File: src/rtl/imem_boot_loader.sv
// Boot loader: receives a framed byte stream (16-bit word count, big-endian words, XOR checksum)
// and writes the image into instruction memory, holding the CPU until the image checks out.
module imem_boot_loader #(
    parameter logic [31:0] BASE_ADDR = 32'h0,
    parameter int          MAX_WORDS = 256
) (
    input  logic        clk,
    input  logic        reset_n,
    input  logic        start,
    input  logic [7:0]  byte_in,
    input  logic        byte_valid,
    output logic        byte_ready,
    input  logic        imem_busy,
    output logic        imem_we,
    output logic [31:0] imem_addr,
    output logic [31:0] imem_wdata,
    output logic        cpu_hold,
    output logic        done,
    output logic        err,
    output logic [15:0] words_loaded
);

    typedef enum logic [2:0] {
        S_IDLE,
        S_LEN_HI,
        S_LEN_LO,
        S_DATA,
        S_WRITE,
        S_CHECK,
        S_DONE,
        S_ERROR
    } state_t;

    localparam logic [15:0] MAX_LEN = 16'(MAX_WORDS);

    state_t      state_reg;
    logic [15:0] len_reg;
    logic [1:0]  byte_idx_reg;
    logic [7:0]  checksum_reg;

    logic        xfer;
    logic [15:0] len_rx;
    logic [15:0] words_next;

    assign xfer       = byte_valid && byte_ready;
    assign len_rx     = {len_reg[15:8], byte_in};
    assign words_next = words_loaded + 16'd1;

    always_ff @(posedge clk or negedge reset_n) begin
        if (!reset_n) begin
            state_reg    <= S_IDLE;
            len_reg      <= 16'd0;
            byte_idx_reg <= 2'd0;
            checksum_reg <= 8'd0;
            byte_ready   <= 1'b0;
            imem_we      <= 1'b0;
            imem_addr    <= BASE_ADDR;
            imem_wdata   <= 32'd0;
            cpu_hold     <= 1'b1;
            done         <= 1'b0;
            err          <= 1'b0;
            words_loaded <= 16'd0;
        end else begin
            case (state_reg)
                // Terminal states accept a new load exactly like IDLE.
                S_IDLE, S_DONE, S_ERROR: begin
                    if (start) begin
                        done         <= 1'b0;
                        err          <= 1'b0;
                        words_loaded <= 16'd0;
                        checksum_reg <= 8'd0;
                        imem_addr    <= BASE_ADDR;
                        cpu_hold     <= 1'b1;
                        byte_ready   <= 1'b1;
                        state_reg    <= S_LEN_HI;
                    end
                end

                S_LEN_HI: begin
                    if (xfer) begin
                        len_reg[15:8] <= byte_in;
                        checksum_reg  <= checksum_reg ^ byte_in;
                        state_reg     <= S_LEN_LO;
                    end
                end

                S_LEN_LO: begin
                    if (xfer) begin
                        len_reg[7:0] <= byte_in;
                        checksum_reg <= checksum_reg ^ byte_in;
                        if (len_rx > MAX_LEN) begin
                            byte_ready <= 1'b0;
                            err        <= 1'b1;
                            state_reg  <= S_ERROR;
                        end else if (len_rx == 16'd0) begin
                            state_reg <= S_CHECK;
                        end else begin
                            byte_idx_reg <= 2'd0;
                            state_reg    <= S_DATA;
                        end
                    end
                end

                S_DATA: begin
                    if (xfer) begin
                        imem_wdata   <= {imem_wdata[23:0], byte_in};
                        checksum_reg <= checksum_reg ^ byte_in;
                        byte_idx_reg <= byte_idx_reg + 2'd1;
                        if (byte_idx_reg == 2'd3) begin
                            byte_ready <= 1'b0;
                            state_reg  <= S_WRITE;
                        end
                    end
                end

                // The write strobe doubles as the "already issued" flag for this word.
                S_WRITE: begin
                    if (imem_we) begin
                        imem_we      <= 1'b0;
                        imem_addr    <= imem_addr + 32'd4;
                        words_loaded <= words_next;
                        byte_ready   <= 1'b1;
                        if (words_next == len_reg) begin
                            state_reg <= S_CHECK;
                        end else begin
                            byte_idx_reg <= 2'd0;
                            state_reg    <= S_DATA;
                        end
                    end else if (!imem_busy) begin
                        imem_we <= 1'b1;
                    end
                end

                S_CHECK: begin
                    if (xfer) begin
                        byte_ready <= 1'b0;
                        if (byte_in == checksum_reg) begin
                            done      <= 1'b1;
                            cpu_hold  <= 1'b0;
                            state_reg <= S_DONE;
                        end else begin
                            err       <= 1'b1;
                            cpu_hold  <= 1'b1;
                            state_reg <= S_ERROR;
                        end
                    end
                end

                default: begin
                    byte_ready <= 1'b0;
                    imem_we    <= 1'b0;
                    state_reg  <= S_IDLE;
                end
            endcase
        end
    end

endmodule

File: config.mk
export PLATFORM = sky130hd
export DESIGN_NAME = imem_boot_loader
export DESIGN_NICKNAME = d
export VERILOG_FILES = /design/src/rtl/imem_boot_loader.sv
export SDC_FILE = /design/constraint.sdc
export NUM_CORES = 1
export LEC_CHECK = 0
export ABC_AREA = 1
export CORE_UTILIZATION = 54
export DETAILED_ROUTE_END_ITERATION = 8
export PLACE_DENSITY_LB_ADDON = 0.2
export SETUP_SLACK_MARGIN = 0.1
export SLEW_MARGIN = 20
export SYNTH_ARGS = -nofsm -noshare
export SYNTH_HDL_FRONTEND = slang
export SYNTH_SLANG_ARGS = --single-unit
File: constraint.sdc
create_clock -name clk -period 2.15 [get_ports clk]
set_input_delay 0.215 -clock clk [delete_from_list [all_inputs] [get_ports clk]]
set_output_delay 0.215 -clock clk [all_outputs]
set_load 0.03 [all_outputs]
==> results of run 1 <==
==> power by group <==
group / switching, mW / internal (mW)
logic: 2.48 / 1.68
clock network: 0.809 / 0.461
registers: 0.513 / 2.66
total: 3.80 / 4.80
==> cell families after synthesis <==
| kind of cell | share of synthesized area |
|---|---|
| compound gates | 0.100 |
| xor+xnor | 0.0312 |
| fa+ha+maj | 0.00633 |
| buf+inv | 0.0760 |
| flops | 0.473 |
| mux | 0.0437 |
| other cells | 0.000633 |
| simple gates | 0.269 |
==> worst reg2reg max path, delay by kind of cell, from the launching register on <==
kind                     cells  cell delay, ns
buffers and inverters        1            0.13
flip-flops                   1            0.44
AND/OR/NAND/NOR             12            1.22
adder cells (fa/ha/maj)      1            0.19
==> cells in the mapped netlist, types with 5 or more instances <==
cell	number
a21oi_1	27
clkbuf_1	5
dfrtp_1	111
inv_1	92
inv_2	6
mux2_2	23
nand2_1	167
nand3_1	49
nand4_1	15
nor2_1	56
nor2_2	5
nor2_4	6
nor3_1	10
nor4_1	8
o21a_1	5
o21ai_0	61
xor2_1	14
==> routing by layer <==
layer	share of wire	vias to the layer above
met5	0	-
met4	0.016	0
met3	0.047	25
met2	0.51	180
met1	0.43	2591
li1	-	2583
==> layout make-up <==
class	instances	area share
inverters	98	0.0490
clock inverters	7	0.00960
well taps	136	0.0225
clock buffers	9	0.0164
repair buffers	125	0.163
multi-input cells	492	0.368
flip-flops and latches	112	0.372
==> final timing paths <==
path,endpoint,start,cells past startpoint,slack [ns]
worst max register to register,byte_idx_reg[0]$_DFFE_PN0P_,words_loaded[1]$_DFFE_PN0P_,14,0.12
worst min register to register,imem_wdata[27]$_DFFE_PN0P_,imem_wdata[27]$_DFFE_PN0P_,1,0.52
worst min-delay path,imem_addr[30]$_DFFE_PN0P_,reset_n,2,0.34
max in group asynchronous,state_reg[1]$_DFFE_PN0P_,reset_n,3,1.12
min in group clk,imem_wdata[27]$_DFFE_PN0P_,imem_wdata[27]$_DFFE_PN0P_,1,0.52
worst max-delay path,byte_idx_reg[0]$_DFFE_PN0P_,words_loaded[1]$_DFFE_PN0P_,14,0.12
==> metrics by stage <==
stage,instances,cell area [µm²],power [mW],utilization
final,979,7560,8.60,0.722
after global routing,979,7560,9.10,0.722
after CTS,968,7350,8.34,0.702
after detailed placement,949,7120,7.04,0.681
after global placement,949,7120,6.93,0.681
after floorplan,718,5930,5.65,-
==> timing repair <==
action,in CTS,in global routing
hold buffers,1,0
pin swaps,4,23
setup endpoints to repair,6,14
buffers inserted,2,11
hold endpoints to repair,38,0
gates resized for setup,0,41
==> flow_summary.json, run 1 <==
{
  "status": "completed",
  "worst-slew-pin-transition_ns": 0.542,
  "async_reset_ff_frac": 1.00,
  "drc": 0,
  "hold_path_class": "in -> async",
  "start_util": 0.566,
  "power.density_nw_per_um2": 1140,
  "final_hold_viol_count": 0,
  "largest_reg_flops": 32,
  "drtIter0Drc": 378,
  "seq_area_um2": 2810,
  "vias_per_cell": 5.49,
  "fin_tns_setup_ns": 0,
  "ys_dominant_reg_cell": "dfrtp_1",
  "synthDistinctLibCells": 48,
  "drt_pass1_iterations": 7,
  "post-place-ws_ns": 0.0749,
  "clock_tree.buffer_depth": 2,
  "top_usage_layer": "met2",
  "die_area_um2": 11400,
  "place_hpwl_mm": 11.0,
  "hold_slack_ns": 0.339,
  "seq_area_frac_synth": 0.473,
  "crit_fanout": 7,
  "most-common-layout-cells": "nand2_1, dfrtp_1, clkdlybuf4s50_1, inv_1, o21ai_0",
  "ys_warn_count": 0,
  "path_clk_slew_ns": 0.11,
  "grt_max_degree": 43,
  "ys_seq_elements": 112,
  "synth_area_leaders": "dfrtp_1, nand2_1, inv_1",
  "antenna_left": 0,
  "crit_buf_inv": 1,
  "maxCapViolCount": 0,
  "max_clock_freq_mhz": 493,
  "placementRows": 37,
  "crit_arrival_ns": 2.35,
  "drive_above_1_share": 0.152,
  "rsz0062_at_grt": "true",
  "wirelength_mm": 15.1,
  "vias": 5379,
  "multi_input_area_um2": 2780,
  "clock_latency_ns": 0.39,
  "setup_ws_ns": 0.123,
  "nets": 854,
  "slowest_delay_ns": 0.44,
  "crit_family": "simple AND/OR/NAND/NOR gates",
  "antenna_cells": 0,
  "grt_pass1_wl_mm": 23.9,
  "num_io_pins": 98,
  "cp_common_cell": "nand2_1",
  "grt_pass1_vias": 5137,
  "clock-sinks": 112,
  "use_met3": 0.0365,
  "fin_skew_ns": 0.00945,
  "synth_largest_area_cell": "dfrtp_1",
  "clock-root-buffer": "clkbuf_8",
  "setup_viol": 0,
  "finalMaxSlewViolations": 0,
  "crit_chain": "ha_4 -> nand2_4 -> nor2_4 -> buf_6 -> nand4_1 -> nand3b_1 -> nand2_1 -> nor2_1 -> nand2_1 -> nor2_2 -> nand3_2 -> nand2_2 -> nand2_1 -> nand2_1",
  "overflow": 0,
  "syn_avg_cell_area_um2": 8.27,
  "die-width_um": 107,
  "wl_per_cell_um": 15.4,
  "min_period_ns": 2.03,
  "h-tree-depth": 3,
  "syn_area_um2": 5930,
  "port_buffers": 95,
  "grt_use_met2": 0.454,
  "p_leak_nw": 3.42,
  "core_um2": 10500,
  "worst_setup_path_start_kind": "flop",
  "gp_congestion": 0.927,
  "cp_slowest_cell": "dfrtp_1",
  "die_h_um": 107,
  "relSlewSlack": 0.639,
  "synthCells": 717,
  "worstSetupPathType": "reg -> reg",
  "worstPathRequired_ns": 2.48,
  "top_regs": "imem_wdata (32), imem_addr (30)",
  "met1_usage": 0.346,
  "cp-end-kind": "flop",
  "regMostFlops": "imem_wdata",
  "synth_edf_count": 0,
  "mostFrequentLayoutCell": "nand2_1",
  "syn2layout_area_growth_pct": 27.5,
  "grt_usage": 0.265,
  "antenna_found_initial": 0,
  "cts-buffers-inserted": 9,
  "n_fill_cell": 828,
  "netlist.area_leader.share": 0.469,
  "fin_crit_sh": 0.943,
  "cts_tree": "done",
  "ir_drop_mv": 0.952
}
No activity file was read; power rests on OpenSTA's default activity.
==> run 2, diff against run 1 <==
==> constraint.sdc (replaced) <==
create_clock -name clk -period 2.15 [get_ports clk]
set_input_delay 0.215 -clock clk [delete_from_list [all_inputs] [get_ports clk]]
set_output_delay 0.215 -clock clk [all_outputs]
set_load 0.01 [all_outputs]
==> results of run 2 <==
The final DEF is identical to that of run 1. Status: completed.
Main changes from that run: total power 8.60 mW -> 8.11 mW; worst IR drop on VDD 0.952 mV -> 0.828 mV
==> run 3, diff against run 2 <==
--- a/config.mk
+++ b/config.mk
@@ -6,7 +6,9 @@
 export NUM_CORES = 1
 export LEC_CHECK = 0
 export ABC_AREA = 1
-export CORE_UTILIZATION = 54
+export CELL_PAD_IN_SITES_DETAIL_PLACEMENT = 0
+export CELL_PAD_IN_SITES_GLOBAL_PLACEMENT = 2
+export CORE_UTILIZATION = 32
 export DETAILED_ROUTE_END_ITERATION = 8
 export PLACE_DENSITY_LB_ADDON = 0.2
 export SETUP_SLACK_MARGIN = 0.1
@@ -14,3 +16,4 @@
 export SYNTH_ARGS = -nofsm -noshare
 export SYNTH_HDL_FRONTEND = slang
 export SYNTH_SLANG_ARGS = --single-unit
+export TNS_END_PERCENT = 50
==> run 3 against run 2 <==
Net effect:
- the flow now finishes with violations (design-rule violations)
- non-clock buffer count increased by 17
- total power increased by 6.6%
- critical endpoint is now byte_idx_reg[1]$_DFFE_PN0P_
- critical path depth increased by 1
- core utilization decreased by 28 points
- first-iteration DRC count decreased by 30%
- largest cell class unchanged
- sequential power about the same
- final cell count increased by 11%
- global-route usage decreased by 8.8 points
==> flow_summary.json, run 3 (synthesis gave the netlist of run 1 again) <==
{
  "p_int_mw": 5.27,
  "clock-sinks": 112,
  "antenna_left": 0,
  "final_area_um2": 7960,
  "mostFrequentLayoutCell": "nand2_1",
  "num_io_pins": 98,
  "rsz0062_at_grt": "true",
  "hold_path_class": "in -> async",
  "crit_buf_inv": 1,
  "grt_pass1_vias": 5096,
  "n_fill_cell": 1797,
  "grt_max_degree": 43,
  "antenna_found_initial": 0,
  "ir_drop_mv": 0.600,
  "violations": "design-rule violations",
  "power.density_nw_per_um2": 1090,
  "place_area_um2": 7360,
  "crit_fanout": 5,
  "vias_per_cell": 4.82,
  "die_h_um": 138,
  "worstPathRequired_ns": 2.41,
  "power.switching_mw": 3.37,
  "regMostFlops": "imem_wdata",
  "drt_pass1_iterations": 7,
  "cp_common_cell": "nand2_1",
  "die-width_um": 138,
  "grt_pass1_wl_mm": 26.7,
  "fin_tns_setup_ns": 0,
  "status": "finished with violations",
  "crit_chain": "ha_4 -> nand2_4 -> nor2_4 -> buf_12 -> nand3_2 -> nand2_2 -> nand2_2 -> nand2_1 -> nand2_1 -> nor2_1 -> nand2_1 -> nor2_2 -> nand3_2 -> nand3b_1 -> nand2_1",
  "wirelength_mm": 16.6,
  "top_regs": "imem_wdata (32), imem_addr (30)",
  "wl_per_cell_um": 15.2,
  "crit_family": "simple AND/OR/NAND/NOR gates",
  "h-tree-depth": 3,
  "setup_ws_ns": 0.128,
  "dp_cells": 1056,
  "drive_above_1_share": 0.174,
  "p_comb_frac": 0.422,
  "finalMaxSlewViolations": 0,
  "core_um2": 18100,
  "max_clock_freq_mhz": 495,
  "clock_latency_ns": 0.37,
  "maxCapViolCount": 0,
  "cp-end-kind": "flop",
  "p_leak_nw": 3.58,
  "p_clk_frac": 0.213,
  "crit_arrival_ns": 2.28,
  "most-common-layout-cells": "nand2_1, dfrtp_1, clkdlybuf4s50_1, inv_1, o21ai_0",
  "netSwitchingFraction": 0.390,
  "worstSetupPathType": "reg -> reg",
  "final_hold_viol_count": 0,
  "clock-root-buffer": "clkbuf_16",
  "cp_slowest_cell": "dfrtp_2",
  "largest_reg_flops": 32,
  "placementRows": 49,
  "syn2layout_area_growth_pct": 34.3,
  "path_clk_slew_ns": 0.08,
  "worst-slew-pin-transition_ns": 0.576,
  "final_cells": 1089,
  "place_hpwl_mm": 12.2,
  "p_seq_frac": 0.366,
  "overflow": 0,
  "start_util": 0.328,
  "drc": 10,
  "worst_setup_path_start_kind": "flop",
  "port_buffers": 95,
  "slowest_delay_ns": 0.40,
  "grt_usage": 0.177,
  "setup_viol": 0,
  "vias": 5247,
  "drtIter0Drc": 263,
  "clock_tree.buffer_depth": 2,
  "relSlewSlack": 0.616,
  "cts-buffers-inserted": 9,
  "antenna_cells": 0,
  "die_area_um2": 19100,
  "post-place-ws_ns": -0.121,
  "cts_tree": "done",
  "nets": 871,
  "gp_congestion": 0.834,
  "min_period_ns": 2.02,
  "fin_crit_sh": 0.941,
  "fin_skew_ns": 0.0104,
  "total_power_mw": 8.64
}
run 3: path summary, 6_finish.rpt:
check                           depth (start not counted)                        start  slack [ns]                     endpoint
worst min-delay path                                    2                      reset_n        0.39    imem_addr[28]$_DFFE_PN0P_
min in group clk                                        3                    imem_busy        0.49          imem_we$_DFFE_PN0P_
worst max register to register                         15  words_loaded[0]$_DFFE_PN0P_        0.13  byte_idx_reg[1]$_DFFE_PN0P_
worst max-delay path                                   15  words_loaded[0]$_DFFE_PN0P_        0.13  byte_idx_reg[1]$_DFFE_PN0P_
worst min register to register                          2  byte_idx_reg[1]$_DFFE_PN0P_        0.49  byte_idx_reg[1]$_DFFE_PN0P_
max in group asynchronous                               3                      reset_n        1.14         cpu_hold$_DFFE_PN1P_
run 3: power groups by stage:
stage / logic, mW / registers, mW / clock network, mW
global placement: 3.49 / 3.18 / 0
global route: 4.05 / 3.24 / 1.98
finish: 3.64 / 3.16 / 1.84
detailed placement: 3.51 / 3.19 / 0
floorplan: 1.96 / 3.20 / 0
CTS: 3.57 / 3.15 / 1.91
run 3: repair_timing:
action / CTS / global route
buffers inserted: 3 / 13
hold buffers: 1 / 0
pin swaps: 1 / 18
resized for setup: 5 / 39
endpoints found under the setup margin: 4 / 15
hold endpoints to repair: 33 / 0
run 3: worst reg2reg max path, stage by stage (launching register included):
cell	delay (ns)
dfrtp_2	0.40
ha_4	0.16
nand2_4	0.05
nor2_4	0.17
buf_12	0.14
nand3_2	0.07
nand2_2	0.09
nand2_2	0.06
nand2_1	0.07
nand2_1	0.05
nor2_1	0.12
nand2_1	0.08
nor2_2	0.14
nand3_2	0.15
nand3b_1	0.12
nand2_1	0.05
run 3: layout make-up:
cell class                 count  area (µm²)  area share
clock buffer                   9         225      0.0283
clock inverter                 7        95.1      0.0119
inverter                      98         370      0.0465
multi-input combinational    492        2790       0.350
sequential                   112        2810       0.353
tap                          229         287      0.0360
timing repair buffer         142        1390       0.174
run 3: routing by layer:
| metal | share of wire | track usage | vias to the layer above |
|---|---|---|---|
| met2 | 0.49 | 0.304 | 98 |
| li1 | - | - | 2622 |
| met3 | 0.043 | 0.0412 | 16 |
| met5 | 0 | 0 | - |
| met4 | 0.013 | 0.0444 | 0 |
| met1 | 0.46 | 0.226 | 2511 |
run 3: per-stage QoR:
stage / utilization / hold slack (ns)
2_1_floorplan: - / -0.0806
3_3_place_gp: 0.407 / 0.264
3_5_place_dp: 0.407 / 0.261
4_1_cts: 0.428 / 0.409
5_1_grt: 0.440 / 0.423
6_report: 0.440 / 0.389
